### src/rtl/atomic_counter_bank.sv
// Bank of NUM_CH wide event counters with wrap/saturate modes, sticky overflow
// flags and snapshot-consistent multi-word reads over a narrow read bus.
module atomic_counter_bank #(
  parameter int NUM_CH    = 4,
  parameter int DATABUS   = 32,
  parameter int COUNTLEN  = 64,
  parameter int FAST_STEP = 1000000,
  parameter int SATURATE  = 0,
  localparam int NWORDS   = COUNTLEN / DATABUS,
  localparam int CHW      = (NUM_CH > 1) ? $clog2(NUM_CH) : 1,
  localparam int WW       = (NWORDS > 1) ? $clog2(NWORDS) : 1
) (
  input  logic                clk,
  input  logic                reset,
  input  logic [NUM_CH-1:0]   trig_i,
  input  logic [NUM_CH-1:0]   fast_i,
  input  logic                req_i,
  input  logic [CHW-1:0]      ch_i,
  input  logic [WW-1:0]       word_i,
  input  logic                atomic_i,
  output logic                ack_o,
  output logic [DATABUS-1:0]  data_o,
  output logic                err_o,
  output logic [NUM_CH-1:0]   ovf_o
);

  localparam logic [COUNTLEN:0]   STEP_FAST = (COUNTLEN+1)'(FAST_STEP);
  localparam logic [COUNTLEN:0]   STEP_ONE  = {{COUNTLEN{1'b0}}, 1'b1};
  localparam logic [COUNTLEN:0]   STEP_NONE = {(COUNTLEN+1){1'b0}};
  localparam logic [COUNTLEN-1:0] ALL_ONES  = {COUNTLEN{1'b1}};
  localparam logic [COUNTLEN-1:0] CNT_ZERO  = {COUNTLEN{1'b0}};
  localparam logic [DATABUS-1:0]  DATA_ZERO = {DATABUS{1'b0}};

  logic [COUNTLEN-1:0] r_cnt [NUM_CH];
  logic [NUM_CH-1:0]   r_ovf;
  logic [COUNTLEN-1:0] r_snap;
  logic [CHW-1:0]      r_snap_ch;
  logic                r_snap_vld;
  logic                r_ack;
  logic                r_err;
  logic [DATABUS-1:0]  r_data;

  logic [COUNTLEN:0]   w_sum  [NUM_CH];
  logic [COUNTLEN-1:0] w_next [NUM_CH];
  logic [NUM_CH-1:0]   w_ovf_set;

  logic                w_ch_ok;
  logic                w_word_ok;
  logic                w_word_zero;
  logic                w_atom_bad;
  logic                w_err;
  logic                w_cap;
  logic [COUNTLEN-1:0] w_sel_cnt;
  logic [COUNTLEN-1:0] w_src;
  logic [DATABUS-1:0]  w_rd_word;

  // Next count per channel; the sum is one bit wider so the carry marks overflow
  always_comb begin
    w_ovf_set = {NUM_CH{1'b0}};
    for (int c = 0; c < NUM_CH; c++) begin
      w_sum[c]  = {1'b0, r_cnt[c]} +
                  (trig_i[c] ? (fast_i[c] ? STEP_FAST : STEP_ONE) : STEP_NONE);
      w_next[c] = w_sum[c][COUNTLEN-1:0];
      if (SATURATE != 0) begin
        if (trig_i[c] && (r_cnt[c] == ALL_ONES)) begin
          w_next[c]    = ALL_ONES;
          w_ovf_set[c] = 1'b1;
        end else if (w_sum[c][COUNTLEN]) begin
          w_next[c]    = ALL_ONES;
          w_ovf_set[c] = 1'b1;
        end else begin
          w_next[c]    = w_sum[c][COUNTLEN-1:0];
        end
      end else begin
        w_ovf_set[c] = w_sum[c][COUNTLEN];
      end
    end
  end

  // Request decode and read-word selection from pre-update register values
  always_comb begin
    w_ch_ok     = (32'(ch_i) < 32'(NUM_CH));
    w_word_ok   = (32'(word_i) < 32'(NWORDS));
    w_word_zero = (word_i == {WW{1'b0}});
    w_atom_bad  = atomic_i && !w_word_zero && (!r_snap_vld || (ch_i != r_snap_ch));
    w_err       = !w_ch_ok || !w_word_ok || w_atom_bad;
    w_cap       = req_i && atomic_i && w_word_zero && !w_err;

    w_sel_cnt = CNT_ZERO;
    for (int c = 0; c < NUM_CH; c++) begin
      w_sel_cnt = (ch_i == CHW'(c)) ? r_cnt[c] : w_sel_cnt;
    end

    // Atomic reads of upper words come from the snapshot, everything else is live
    w_src = (atomic_i && !w_word_zero) ? r_snap : w_sel_cnt;

    w_rd_word = DATA_ZERO;
    for (int w = 0; w < NWORDS; w++) begin
      w_rd_word = (word_i == WW'(w)) ? w_src[w*DATABUS +: DATABUS] : w_rd_word;
    end
  end

  // Counter state and sticky overflow flags; a same-edge overflow beats the clear
  always_ff @(posedge clk or negedge reset) begin
    if (!reset) begin
      for (int c = 0; c < NUM_CH; c++) begin
        r_cnt[c] <= CNT_ZERO;
      end
      r_ovf <= {NUM_CH{1'b0}};
    end else begin
      for (int c = 0; c < NUM_CH; c++) begin
        r_cnt[c] <= w_next[c];
        if (w_ovf_set[c]) begin
          r_ovf[c] <= 1'b1;
        end else if (w_cap && (ch_i == CHW'(c))) begin
          r_ovf[c] <= 1'b0;
        end else begin
          r_ovf[c] <= r_ovf[c];
        end
      end
    end
  end

  // Snapshot capture on a valid atomic word-0 read
  always_ff @(posedge clk or negedge reset) begin
    if (!reset) begin
      r_snap     <= CNT_ZERO;
      r_snap_ch  <= {CHW{1'b0}};
      r_snap_vld <= 1'b0;
    end else if (w_cap) begin
      r_snap     <= w_sel_cnt;
      r_snap_ch  <= ch_i;
      r_snap_vld <= 1'b1;
    end else begin
      r_snap     <= r_snap;
      r_snap_ch  <= r_snap_ch;
      r_snap_vld <= r_snap_vld;
    end
  end

  // One-cycle response stage; data is forced to zero unless a valid ack
  always_ff @(posedge clk or negedge reset) begin
    if (!reset) begin
      r_ack  <= 1'b0;
      r_err  <= 1'b0;
      r_data <= DATA_ZERO;
    end else begin
      r_ack  <= req_i;
      r_err  <= req_i && w_err;
      r_data <= (req_i && !w_err) ? w_rd_word : DATA_ZERO;
    end
  end

  assign ack_o  = r_ack;
  assign err_o  = r_err;
  assign data_o = r_data;
  assign ovf_o  = r_ovf;

endmodule

### config.mk
export PLATFORM = sky130hd
export DESIGN_NAME = atomic_counter_bank
export DESIGN_NICKNAME = d
export VERILOG_FILES = /design/src/rtl/atomic_counter_bank.sv
export SDC_FILE = /design/constraint.sdc
export NUM_CORES = 1
export LEC_CHECK = 0
export CAP_MARGIN = 20
export CORE_UTILIZATION = 40
export CTS_CLUSTER_DIAMETER = 200
export DETAILED_ROUTE_END_ITERATION = 10
export PLACE_DENSITY = 0.55
export SYNTH_ARGS = -nofsm -noshare
export SYNTH_HDL_FRONTEND = slang
export SYNTH_SLANG_ARGS = --single-unit
### constraint.sdc
create_clock -name clk -period 2.66 [get_ports clk]
set_clock_uncertainty 0.05 [all_clocks]
set_input_delay 0.532 -clock clk [delete_from_list [all_inputs] [get_ports clk]]
set_output_delay 0.532 -clock clk [all_outputs]
set_load 0.05 [all_outputs]
After elaboration in Yosys (flattened, before gate mapping) --
Cells that the tools add are included.
Word-level totals: output and inout bits 38, input port bits 15, logic and storage cells 65, register bits 361
Cells by class: multiplexer cells 23, bitwise operators 1, equality and inequality tests 4, add/sub/neg operators 4, reductions and logical operators 19
Operator list (number):
- $mux W64 | 5
- $add A64 B20 Y65 | 4
- $mux W20 | 8
- $mux W32 | 2
- $logic_and A1 B1 Y1 | 11
- $mux W1 | 8
- $reduce_bool A2 Y1 | 4
- $eq A2 B2 Y1 const B | 2
- $eq A2 B1 Y1 const B | 1
- $logic_not A1 Y1 | 2
- $logic_not A2 Y1 | 1
- $ne A2 B2 Y1 | 1
- $logic_or A1 B1 Y1 | 1
- $not A1 Y1 | 1

Longest topological paths before layout --
Gate-level depths: netlist of run 1.
depth after elaboration 8, gate-level depth with buffers 11, mapped depth without buffers 10

Worst setup path before layout of run 1 --
OpenSTA, ideal clock, no wires.
path kind in2reg, start in trig_i[0], end reg r_cnt[252] (netlist name), buffers on the path 0, arrival time 2.652 ns, required time 2.487 ns, library setup time 0.123 ns, stages 10, path slack -0.165 ns, path through nor2b_1 > ha_1 > ha_1 > inv_1 > a2111o_1 > a2111oi_4 > o221ai_4 > nor4_2 > nand4_1 > xnor2_1
RTL lines:
- start: declaration | line 15 | input logic [NUM_CH-1:0] trig_i,
- end signal: indexed assignment | line 112 | r_cnt[c] <= w_next[c];
- end: declaration | line 34 | logic [COUNTLEN-1:0] r_cnt [NUM_CH];

==> results of run 1 <==
kinds of logic after synthesis:
group / after synthesis / share of synthesized area, %
AO/OA/AOI/OAI: 167 / 6.79
buffers and inverters: 114 / 2.51
flip-flops: 329 / 45.8
multiplexers: 103 / 10.2
AND/OR/NAND/NOR: 780 / 21.2
adder cells (fa/ha/maj): 13 / 0.835
XOR/XNOR: 259 / 12.6
worst max-delay path: stages:
cell and delay (ns):
clkdlybuf4s50_1 0.47, nor2b_2 0.16, ha_2 0.22, ha_4 0.15, nand4_4 0.10, a2111oi_4 0.31
buf_4 0.21, nor2_2 0.04, or4_4 0.55, nor2_2 0.11, xor2_1 0.16
area by class of cell:
type | instances | area, sq um
flip-flops and latches | 329 | 8240
clock buffers | 51 | 1090
repair buffers | 269 | 2270
fillers | 4005 | 21900
clock inverters | 16 | 204
well taps | 592 | 741
inverters | 17 | 63.8
multi-input cells | 1322 | 9680
sequential cells by signal, summed over array words and instances, names as in the netlist:
signal and flops:
data_o 32, ovf_o 4, ack_o 1, r_snap 32, r_cnt 256, r_snap_ch 2
err_o 1, r_snap_vld 1
where the power goes:
group | switching (mW) | internal, mW | leakage (nW) | total (mW)
Combinational | 2.82 | 2.32 | 4.88 | 5.14
Clock | 2.19 | 3.27 | 0.638 | 5.46
Sequential | 1.29 | 5.88 | 4.33 | 7.16
Total | 6.30 | 11.5 | 9.85 | 17.8
per-layer routing:
| metal | routed length [um] | track usage (%) | vias to the layer above |
|---|---|---|---|
| met2 | 24800 | 36.8 | 490 |
| li1 | - | - | 6709 |
| met5 | 19 | 0 | - |
| met4 | 1520 | 7.34 | 2 |
| met1 | 26100 | 36.7 | 7329 |
| met3 | 4330 | 5.47 | 88 |
what timing repair did:
item / in CTS / in global routing
pin swaps: 13 / 16
gates resized for setup: 21 / 51
setup endpoints to repair: 55 / 69
hold buffers: 1 / 0
endpoints found under the hold margin: 57 / 0
setup buffers: 3 / 4
worst max path at each step:
stage                             to
final                     r_cnt[180]
after global routing      r_cnt[242]
after CTS                 r_cnt[190]
after detailed placement  r_cnt[242]
after global placement    r_cnt[189]
after floorplan           r_cnt[242]
per-stage QoR:
step | std cells | worst slack, ns | setup TNS (ns)
finish | 2596 | 0.0638 | 0
floorplan | 1765 | -0.0542 | -0.155
global placement | 2521 | -0.723 | -74.93
global route | 2596 | 0.00239 | 0
detailed placement | 2521 | -0.711 | -81.85
CTS | 2592 | 0.00110 | 0
layout by cell type, fill, tap and decap left out, drive strengths merged, types with 5 or more instances in the layout:
| cell | count |
|---|---|
| nor4 | 24 |
| dfrtp | 329 |
| clkbuf | 51 |
| mux2i | 36 |
| maj3 | 5 |
| or2 | 8 |
| a211oi | 35 |
| nor3 | 61 |
| and3 | 55 |
| and4 | 14 |
| buf | 221 |
| mux4 | 64 |
| o41ai | 5 |
| and2 | 31 |
| o21ai | 35 |
| clkinv | 8 |
| xor2 | 106 |
| ha | 8 |
| inv | 19 |
| o31ai | 7 |
| a31oi | 7 |
| a21oi | 25 |
| nand4 | 65 |
| nor2 | 129 |
| nor2b | 5 |
| nand2 | 259 |
| xnor2 | 153 |
| clkdlybuf4s50 | 43 |
| nand3 | 105 |
==> qor.txt, run 1 <==
Leak pwr - 9.85 nW
Unrepaired setup endpoints after global routing - false
Iteration-0 DRC count of the detailed router - 1,319
Reg2reg setup slack - 0.10 ns
Grt total ovfl - 0
Peak fanout along the critical path - 3
DIE AREA - 0.0458 sq mm
Minimum clock period - 2.60 ns
Hold Vio Cnt, Final - 0
Crit path DAT - 3.03 ns
DRC - 0
Mapped Avg Cell Area - 10.2 sq um
Number of synthesized register bits - 329
RePlAce Congestion - 0.943
Die Width - 214 um
Post-synthesis sequential area ratio - 45.8%
Height of the chip - 214 um
Post-Syn Area - 0.0180 sq mm
Status - finished clean
Hold Path Origin - atomic_i
Max IR drop VDD - 442 uV
Worst slew margin - 56.8%
Syn Inst Count - 1,765
TritonCTS Sinks - 329
Worst min-delay path class - in -> reg
CORE AREA - 0.0442 sq mm
DR vias/cell - 5.63
Post-synthesis cell type count - 79
Antenna fix cells - 0
Final core utilization - 50.4%
CTS Root Cell - clkbuf_16
Syn. warnings - 0
Initial antenna violation count - 3
Worst Setup SP - trig_i[1]
Fmax - 385 MHz
CTS tree - yes
Largest area contributor in the netlist - dfrtp_1
CP endpoint kind - register
Yosys top cell area share - 45.8%
Critical Path RT - 3.09 ns
Final setup violation count - 0
CP startpoint kind - input pin
Cells on worst reg2reg path - 10
Critical path class - in -> reg
Via count - 14,618
PwrDens - 797 mW/mm^2
Largest net degree at the start of global routing - 66
Final wirelength - 56.8 mm
Initial Utilization - 40.6%
Worst Hold Depth - 4
IO Pins - 53
H-tree Lvls - 2
Post-Syn Nets - 1,788
Number of iterations in the first detailed-routing pass - 5
NumNets Final - 2,000
Number of global-route vias before repair - 14,361
Max_cap viols - 0
Row Count - 77
Max Slew Vio Count - 0
CTS buffer count - 38
Hold Path End - err_o
DP HPWL - 43.5 mm
Design area - 0.0223 sq mm
Period utilisation layout - 97.6%
Top FF cell, synth - dfrtp_1
Area growth syn-to-layout - 24.0%
Clock tree buffer depth - 3
Placed Instance Area - 0.0206 sq mm
Worst-margin pin slew - 0.641 ns
Worst reg2reg path startpoint - r_cnt[192]
Async SR Flop Fraction - 100%
GRT Overall Usage - 25.0%
Later-pin clock latency in the skew report - 0.57 ns
IO buf count - 52
EDFF count, synth - 0
Final Power - 17.8 mW
Commonest cells in the netlist - dfrtp_1 (329), nand2_1 (257), xnor2_1 (153)
Hold WS - 0.338 ns
CTS clock-pin slew for the worst setup and hold paths - 0.06 ns
RR Endpoint - r_cnt[242]
Most frequent cell after synthesis - dfrtp_1
Layout cells sized above 1 - 21.6%
First-pass GRT wire length - 87.3 mm
Number of routed nets with antenna violations - 0
Avg WL per Cell - 21.9 um
Main area contributors after synthesis - dfrtp_1 (46%), mux4_2 (8.0%), xnor2_1 (7.5%)
Power figures use the tool's default switching activity.
==> inputs of run 2 (changes only) <==
--- a/config.mk
+++ b/config.mk
@@ -6,10 +6,11 @@
 export NUM_CORES = 1
 export LEC_CHECK = 0
 export CAP_MARGIN = 20
-export CORE_UTILIZATION = 40
+export CORE_UTILIZATION = 50
 export CTS_CLUSTER_DIAMETER = 200
 export DETAILED_ROUTE_END_ITERATION = 10
-export PLACE_DENSITY = 0.55
+export PLACE_DENSITY = 0.66
+export RECOVER_POWER = 50
 export SYNTH_ARGS = -nofsm -noshare
 export SYNTH_HDL_FRONTEND = slang
 export SYNTH_SLANG_ARGS = --single-unit
==> run 2 against run 1 <==
Net effect: the run now ends with max-capacitance violations, max-slew violations left; critical path depth unchanged; setup slack got worse by 0.0065 ns; worst hold slack improved by 0.047 ns; critical endpoint is now r_cnt[178]; largest cell class unchanged.
==> qor.txt, run 2 (synthesized netlist as in run 1, its figures left out) <==
Status - finished, violations left (was finished clean)
Failing checks - max-capacitance violations, max-slew violations
Largest net degree at the start of global routing - 68 (was 66)
Worst Setup SP - trig_i[1] (unchanged)
GRT Overall Usage - 30.9% (was 25.0%)
Design area - 0.0222 sq mm (was 0.0223 sq mm)
Post-Place Cells - 2,387 (was 2,521)
IO buf count - 52 (unchanged)
Leading cell type in the layout, fill and taps excluded - dfrtp_1 (unchanged)
Number of routed nets with antenna violations - 0 (unchanged)
Initial Utilization - 50.7% (was 40.6%)
Most frequent cells in the layout - dfrtp_1 (329), nand2_1 (255), buf_4 (201) (was dfrtp_1 (327), nand2_1 (255), buf_4 (206))
CP startpoint kind - input pin (unchanged)
Later-pin clock latency in the skew report - 0.56 ns (was 0.57 ns)
IO Pins - 53 (unchanged)
Critical path class - in -> reg (unchanged)
Layout cells sized above 1 - 21.1% (was 21.6%)
Worst-margin pin slew - 1.55 ns (was 0.641 ns)
Grt total ovfl - 0 (unchanged)
DP HPWL - 41.0 mm (was 43.5 mm)
Largest reg by FF count - r_cnt (unchanged)
Die Width - 192 um (was 214 um)
Avg WL per Cell - 22.1 um (was 21.9 um)
Number of iterations in the first detailed-routing pass - 5 (unchanged)
Final setup violation count - 0 (unchanged)
Hold Vio Cnt, Final - 0 (unchanged)
NumNets Final - 1,999 (was 2,000)
Fmax - 384 MHz (was 385 MHz)
Leak pwr - 9.84 nW (was 9.85 nW)
Period utilisation layout - 97.8% (was 97.6%)
PwrDens - 812 mW/mm^2 (was 797 mW/mm^2)
CTS buffer count - 39 (was 38)
Max FFs per register - 256 (unchanged)
Height of the chip - 192 um (was 214 um)
Via count - 14,809 (was 14,618)
Max_cap viols - 1 (was 0)
Max Slew Vio Count - 50 (was 0)
Clock tree buffer depth - 3 (unchanged)
Crit path DAT - 3.03 ns (about the same)
CTS tree - yes (unchanged)
Peak fanout along the critical path - 3 (unchanged)
RePlAce Congestion - 0.965 (was 0.943)
First-pass GRT wire length - 85.1 mm (was 87.3 mm)
Final wirelength - 54.6 mm (was 56.8 mm)
CORE AREA - 0.0355 sq mm (was 0.0442 sq mm)
Antenna fix cells - 0 (unchanged)
Placed Instance Area - 0.0204 sq mm (was 0.0206 sq mm)
Critical Path RT - 3.09 ns (about the same)
Area growth syn-to-layout - 23.3% (was 24.0%)
Row Count - 69 (was 77)
Worst slew margin - -3.10% (was 56.8%)
H-tree Lvls - 2 (unchanged)
Initial antenna violation count - 0 (was 3)
Worst reg2reg path startpoint - r_cnt[197] (was r_cnt[192])
DIE AREA - 0.0367 sq mm (was 0.0458 sq mm)
Number of global-route vias before repair - 14,342 (was 14,361)
Hold WS - 0.384 ns (was 0.338 ns)
CP endpoint kind - register (unchanged)
CTS Root Cell - clkbuf_16 (unchanged)
Worst min-delay path class - in -> reg (unchanged)
Final Instance Count excl. Fillers - 2,466 (was 2,596)
Iteration-0 DRC count of the detailed router - 1,444 (was 1,319)
DR vias/cell - 6.01 (was 5.63)
Minimum clock period - 2.60 ns (about the same)
Max IR drop VDD - 597 uV (was 442 uV)
TritonCTS Sinks - 329 (unchanged)
CTS clock-pin slew for the worst setup and hold paths - 0.06 ns (about the same)
Hold Path Origin - fast_i[3] (was atomic_i)
DRC - 0 (unchanged)
run 2: path summary, 6_finish.rpt:
kind,endpoint,slack (ns),cells after the start
min in group asynchronous,r_snap[54],0.84,2
max in group asynchronous,r_cnt[8],0.58,3
worst min-delay path,r_cnt[0],0.38,3
worst min register to register,r_snap[42],0.42,2
worst max-delay path,r_cnt[178],0.06,11
worst max register to register,r_cnt[242],0.07,8
run 2: metrics by stage:
stage / util (%) / power [mW] / setup WS, ns / setup TNS (ns)
after floorplan: - / 9.71 / -0.0542 / -0.155
after global placement: 57.5 / 11.9 / -0.746 / -76.70
after detailed placement: 57.5 / 12.0 / -0.761 / -83.47
after CTS: 61.6 / 17.8 / 0.0163 / 0
after global routing: 62.4 / 18.7 / -0.0594 / -0.233
final: 62.4 / 18.0 / 0.0572 / 0
run 2: report_power, final:
group	switching, mW	leakage [nW]	internal, mW	total [mW]
clock network	2.19	0.666	3.51	5.70
logic	2.83	4.84	2.39	5.22
registers	1.20	4.33	5.87	7.07
run 2: routing by layer:
| layer | vias up | wire [um] | GRT usage, % |
|---|---|---|---|
| li1 | 6701 | - | - |
| met3 | 79 | 4650 | 5.97 |
| met4 | 0 | 1260 | 8.06 |
| met2 | 608 | 23700 | 45.2 |
| met1 | 7421 | 25000 | 46.9 |
| met5 | - | 0 | 0 |
run 2: critical path, stage by stage:
cell and delay (ns):
clkdlybuf4s50_1 0.48, nor2b_4 0.17, ha_4 0.15, ha_4 0.14, nand4_4 0.09, a2111oi_4 0.39
buf_4 0.20, nor2_2 0.05, or4_4 0.54, nor2_4 0.11, xor2_1 0.16
run 2: area by class of cell:
cell class,instances,area (sq um)
multi-input cells,1322,9680
fillers,2867,13300
repair buffers,267,2240
clock inverters,19,256
clock buffers,51,1100
well taps,461,577
inverters,17,63.8
flip-flops and latches,329,8230
run 2: repair_timing:
action,4_1_cts,5_1_grt
setup buffers,3,5
hold buffers,1,0
gates cloned,0,0
pin swaps,9,19
endpoints found under the hold margin,47,0
setup endpoints to repair,57,78
resized for setup,16,56
==> inputs of run 3 (changes only) <==
--- a/config.mk
+++ b/config.mk
@@ -9,7 +9,7 @@
 export CORE_UTILIZATION = 50
 export CTS_CLUSTER_DIAMETER = 200
 export DETAILED_ROUTE_END_ITERATION = 10
-export PLACE_DENSITY = 0.66
+export PLACE_DENSITY = 0.68
 export RECOVER_POWER = 50
 export SYNTH_ARGS = -nofsm -noshare
 export SYNTH_HDL_FRONTEND = slang
==> run 3 against run 2 <==
Net effect: the run now ends clean; final area down 1.4%; maximum frequency up 1.5%; first-iteration DRC count is 9.9% higher; non-clock buffer count fell by 15; flip-flop and latch count stayed put; combinational power decreased by 4.0%; highest routed layer unchanged.
==> qor.txt, run 3 (synthesized netlist as in run 1, its figures left out) <==
Leak pwr - 9.68 nW (was 9.84 nW)
Final wirelength - 54.5 mm (was 54.6 mm)
GRT Overall Usage - 30.7% (was 30.9%)
Critical Path RT - 3.08 ns (was 3.09 ns)
Setup slack after layout - 0.0955 ns (was 0.0572 ns)
Initial Utilization - 50.7% (unchanged)
Max IR drop VDD - 650 uV (was 597 uV)
Filler Cell Count - 2,981 (was 2,867)
Die Width - 192 um (unchanged)
CORE AREA - 0.0355 sq mm (unchanged)
DR vias/cell - 6.03 (was 6.01)
DIE AREA - 0.0367 sq mm (unchanged)
Grt total ovfl - 0 (unchanged)
IO Pins - 53 (unchanged)
Peak fanout along the critical path - 3 (unchanged)
Largest net degree at the start of global routing - 76 (was 68)
Hold Vio Cnt, Final - 0 (unchanged)
CTS buffer count - 38 (was 39)
Final setup violation count - 0 (unchanged)
Critical path class - in -> reg (unchanged)
Register area - 0.00824 sq mm (was 0.00823 sq mm)
Via count - 14,764 (was 14,809)
Antenna fix cells - 0 (unchanged)
H-tree Lvls - 2 (unchanged)
Initial antenna violation count - 0 (unchanged)
Status - finished clean (was finished, violations left)
Largest reg by FF count - r_cnt (unchanged)
Place WS - -0.692 ns (was -0.761 ns)
CTS Root Cell - clkbuf_16 (unchanged)
Period utilisation layout - 96.4% (was 97.8%)
Row Count - 69 (unchanged)
Number of global-route vias before repair - 14,420 (was 14,342)
Crit path DAT - 2.98 ns (was 3.03 ns)
DP HPWL - 40.7 mm (was 41.0 mm)
Number of iterations in the first detailed-routing pass - 6 (was 5)
Area of the multi-input gates - 0.00967 sq mm (was 0.00968 sq mm)
Number of routed nets with antenna violations - 0 (unchanged)
Area growth syn-to-layout - 21.5% (was 23.3%)
CTS clock-pin slew for the worst setup and hold paths - 0.06 ns (about the same)
DRC - 0 (unchanged)
CP endpoint kind - register (unchanged)
Fmax - 390 MHz (was 384 MHz)
Worst-margin pin slew - 1.03 ns (was 1.55 ns)
Post-Place Cells - 2,369 (was 2,387)
Layout cells sized above 1 - 19.7% (was 21.1%)
Later-pin clock latency in the skew report - 0.56 ns (about the same)
Max FFs per register - 256 (unchanged)
TritonCTS Sinks - 329 (unchanged)
Avg WL per Cell - 22.3 um (was 22.1 um)
PwrDens - 790 mW/mm^2 (was 812 mW/mm^2)
Final Instance Count excl. Fillers - 2,447 (was 2,466)
Leading cell type in the layout, fill and taps excluded - dfrtp_1 (unchanged)
Max_cap viols - 0 (was 1)
Worst slew margin - 31.3% (was -3.10%)
CP startpoint kind - input pin (unchanged)
Most frequent cells in the layout - dfrtp_1 (327), nand2_1 (255), buf_4 (181) (was dfrtp_1 (329), nand2_1 (255), buf_4 (201))
Minimum clock period - 2.56 ns (was 2.60 ns)
NumNets Final - 1,983 (was 1,999)
IO buf count - 52 (unchanged)
First-pass GRT wire length - 84.7 mm (was 85.1 mm)
RePlAce Congestion - 0.959 (was 0.965)
Worst min-delay path class - in -> reg (unchanged)
CTS tree - yes (unchanged)
Clock tree buffer depth - 3 (unchanged)
Height of the chip - 192 um (unchanged)
Max Slew Vio Count - 0 (was 50)
Iteration-0 DRC count of the detailed router - 1,587 (was 1,444)
## run 3: cell types whose count changed in the layout (fill, tap and decap cells not counted), moves of 3 or more
cell,delta
nor2_1,+3
bufinv_16,-4
nor3_1,+4
nor3_2,-4
clkbuf_1,+9
buf_4,-20
clkinv_2,-3
## run 3: report_power, final
group	total, mW	internal (mW)	switching (mW)	leakage [nW]
Sequential	7.14	5.88	1.26	4.33
Clock	5.10	2.96	2.15	0.574
Combinational	5.01	2.34	2.67	4.78
Total	17.3	11.2	6.08	9.68
## run 3: path summary, 6_finish.rpt
| kind | from | endpoint | slack, ns | cells after the start |
|---|---|---|---|---|
| max | trig_i[1] | r_cnt[178] | 0.1 | 11 |
| min | word_i | err_o | 0.36 | 4 |
| max reg2reg | r_cnt[2] | r_cnt[29] | 0.11 | 10 |
| min reg2reg | r_snap[42] | r_snap[42] | 0.42 | 2 |
| max in group asynchronous | reset | r_cnt[43] | 0.37 | 3 |
| min in group asynchronous | reset | r_snap[63] | 0.63 | 2 |
## run 3: per-layer routing
layer | vias to the layer above | global-route usage [%] | part of all wire, %
li1 | 6664 | - | -
met1 | 7447 | 44.7 | 45
met2 | 577 | 46.1 | 44
met3 | 76 | 7.73 | 9.3
met4 | 0 | 7.20 | 1.9
met5 | - | 0 | 0
## run 3: area by class of cell
cell class	count	area share, %
clock buffer	53	4.80
clock inverter	13	0.601
inverter	17	0.292
multi-input combinational	1322	44.3
sequential	329	37.7
tap	461	2.64
timing repair buffer	252	9.70
## run 3: metrics by stage
stage / instance area [sq um] / setup TNS (ns) / power, mW / util (%) / hold slack [ns]
2_1_floorplan: 18000 / -0.155 / 9.71 / - / 0.186
3_3_place_gp: 20300 / -73.59 / 11.8 / 57.2 / 0.384
3_5_place_dp: 20300 / -79.22 / 11.9 / 57.2 / 0.386
4_1_cts: 21600 / 0 / 17.1 / 60.9 / 0.361
5_1_grt: 21800 / -0.0449 / 18.1 / 61.6 / 0.378
6_report: 21800 / 0 / 17.3 / 61.6 / 0.363
## run 3: critical path, stage by stage
cell             delay, ns
clkdlybuf4s50_1       0.48
nor2b_4               0.17
ha_4                  0.16
ha_4                  0.14
nand4_4               0.08
a2111oi_4             0.36
buf_4                 0.20
nor2_2                0.05
or4_4                 0.53
nor2_4                0.11
xor2_1                0.17
## run 3: timing repair
item	in CTS	in global routing
hold buffers	1	0
gates resized for setup	21	50
setup endpoints to repair	50	94
endpoints found under the hold margin	32	0
pin swaps	8	19
buffers inserted	8	4
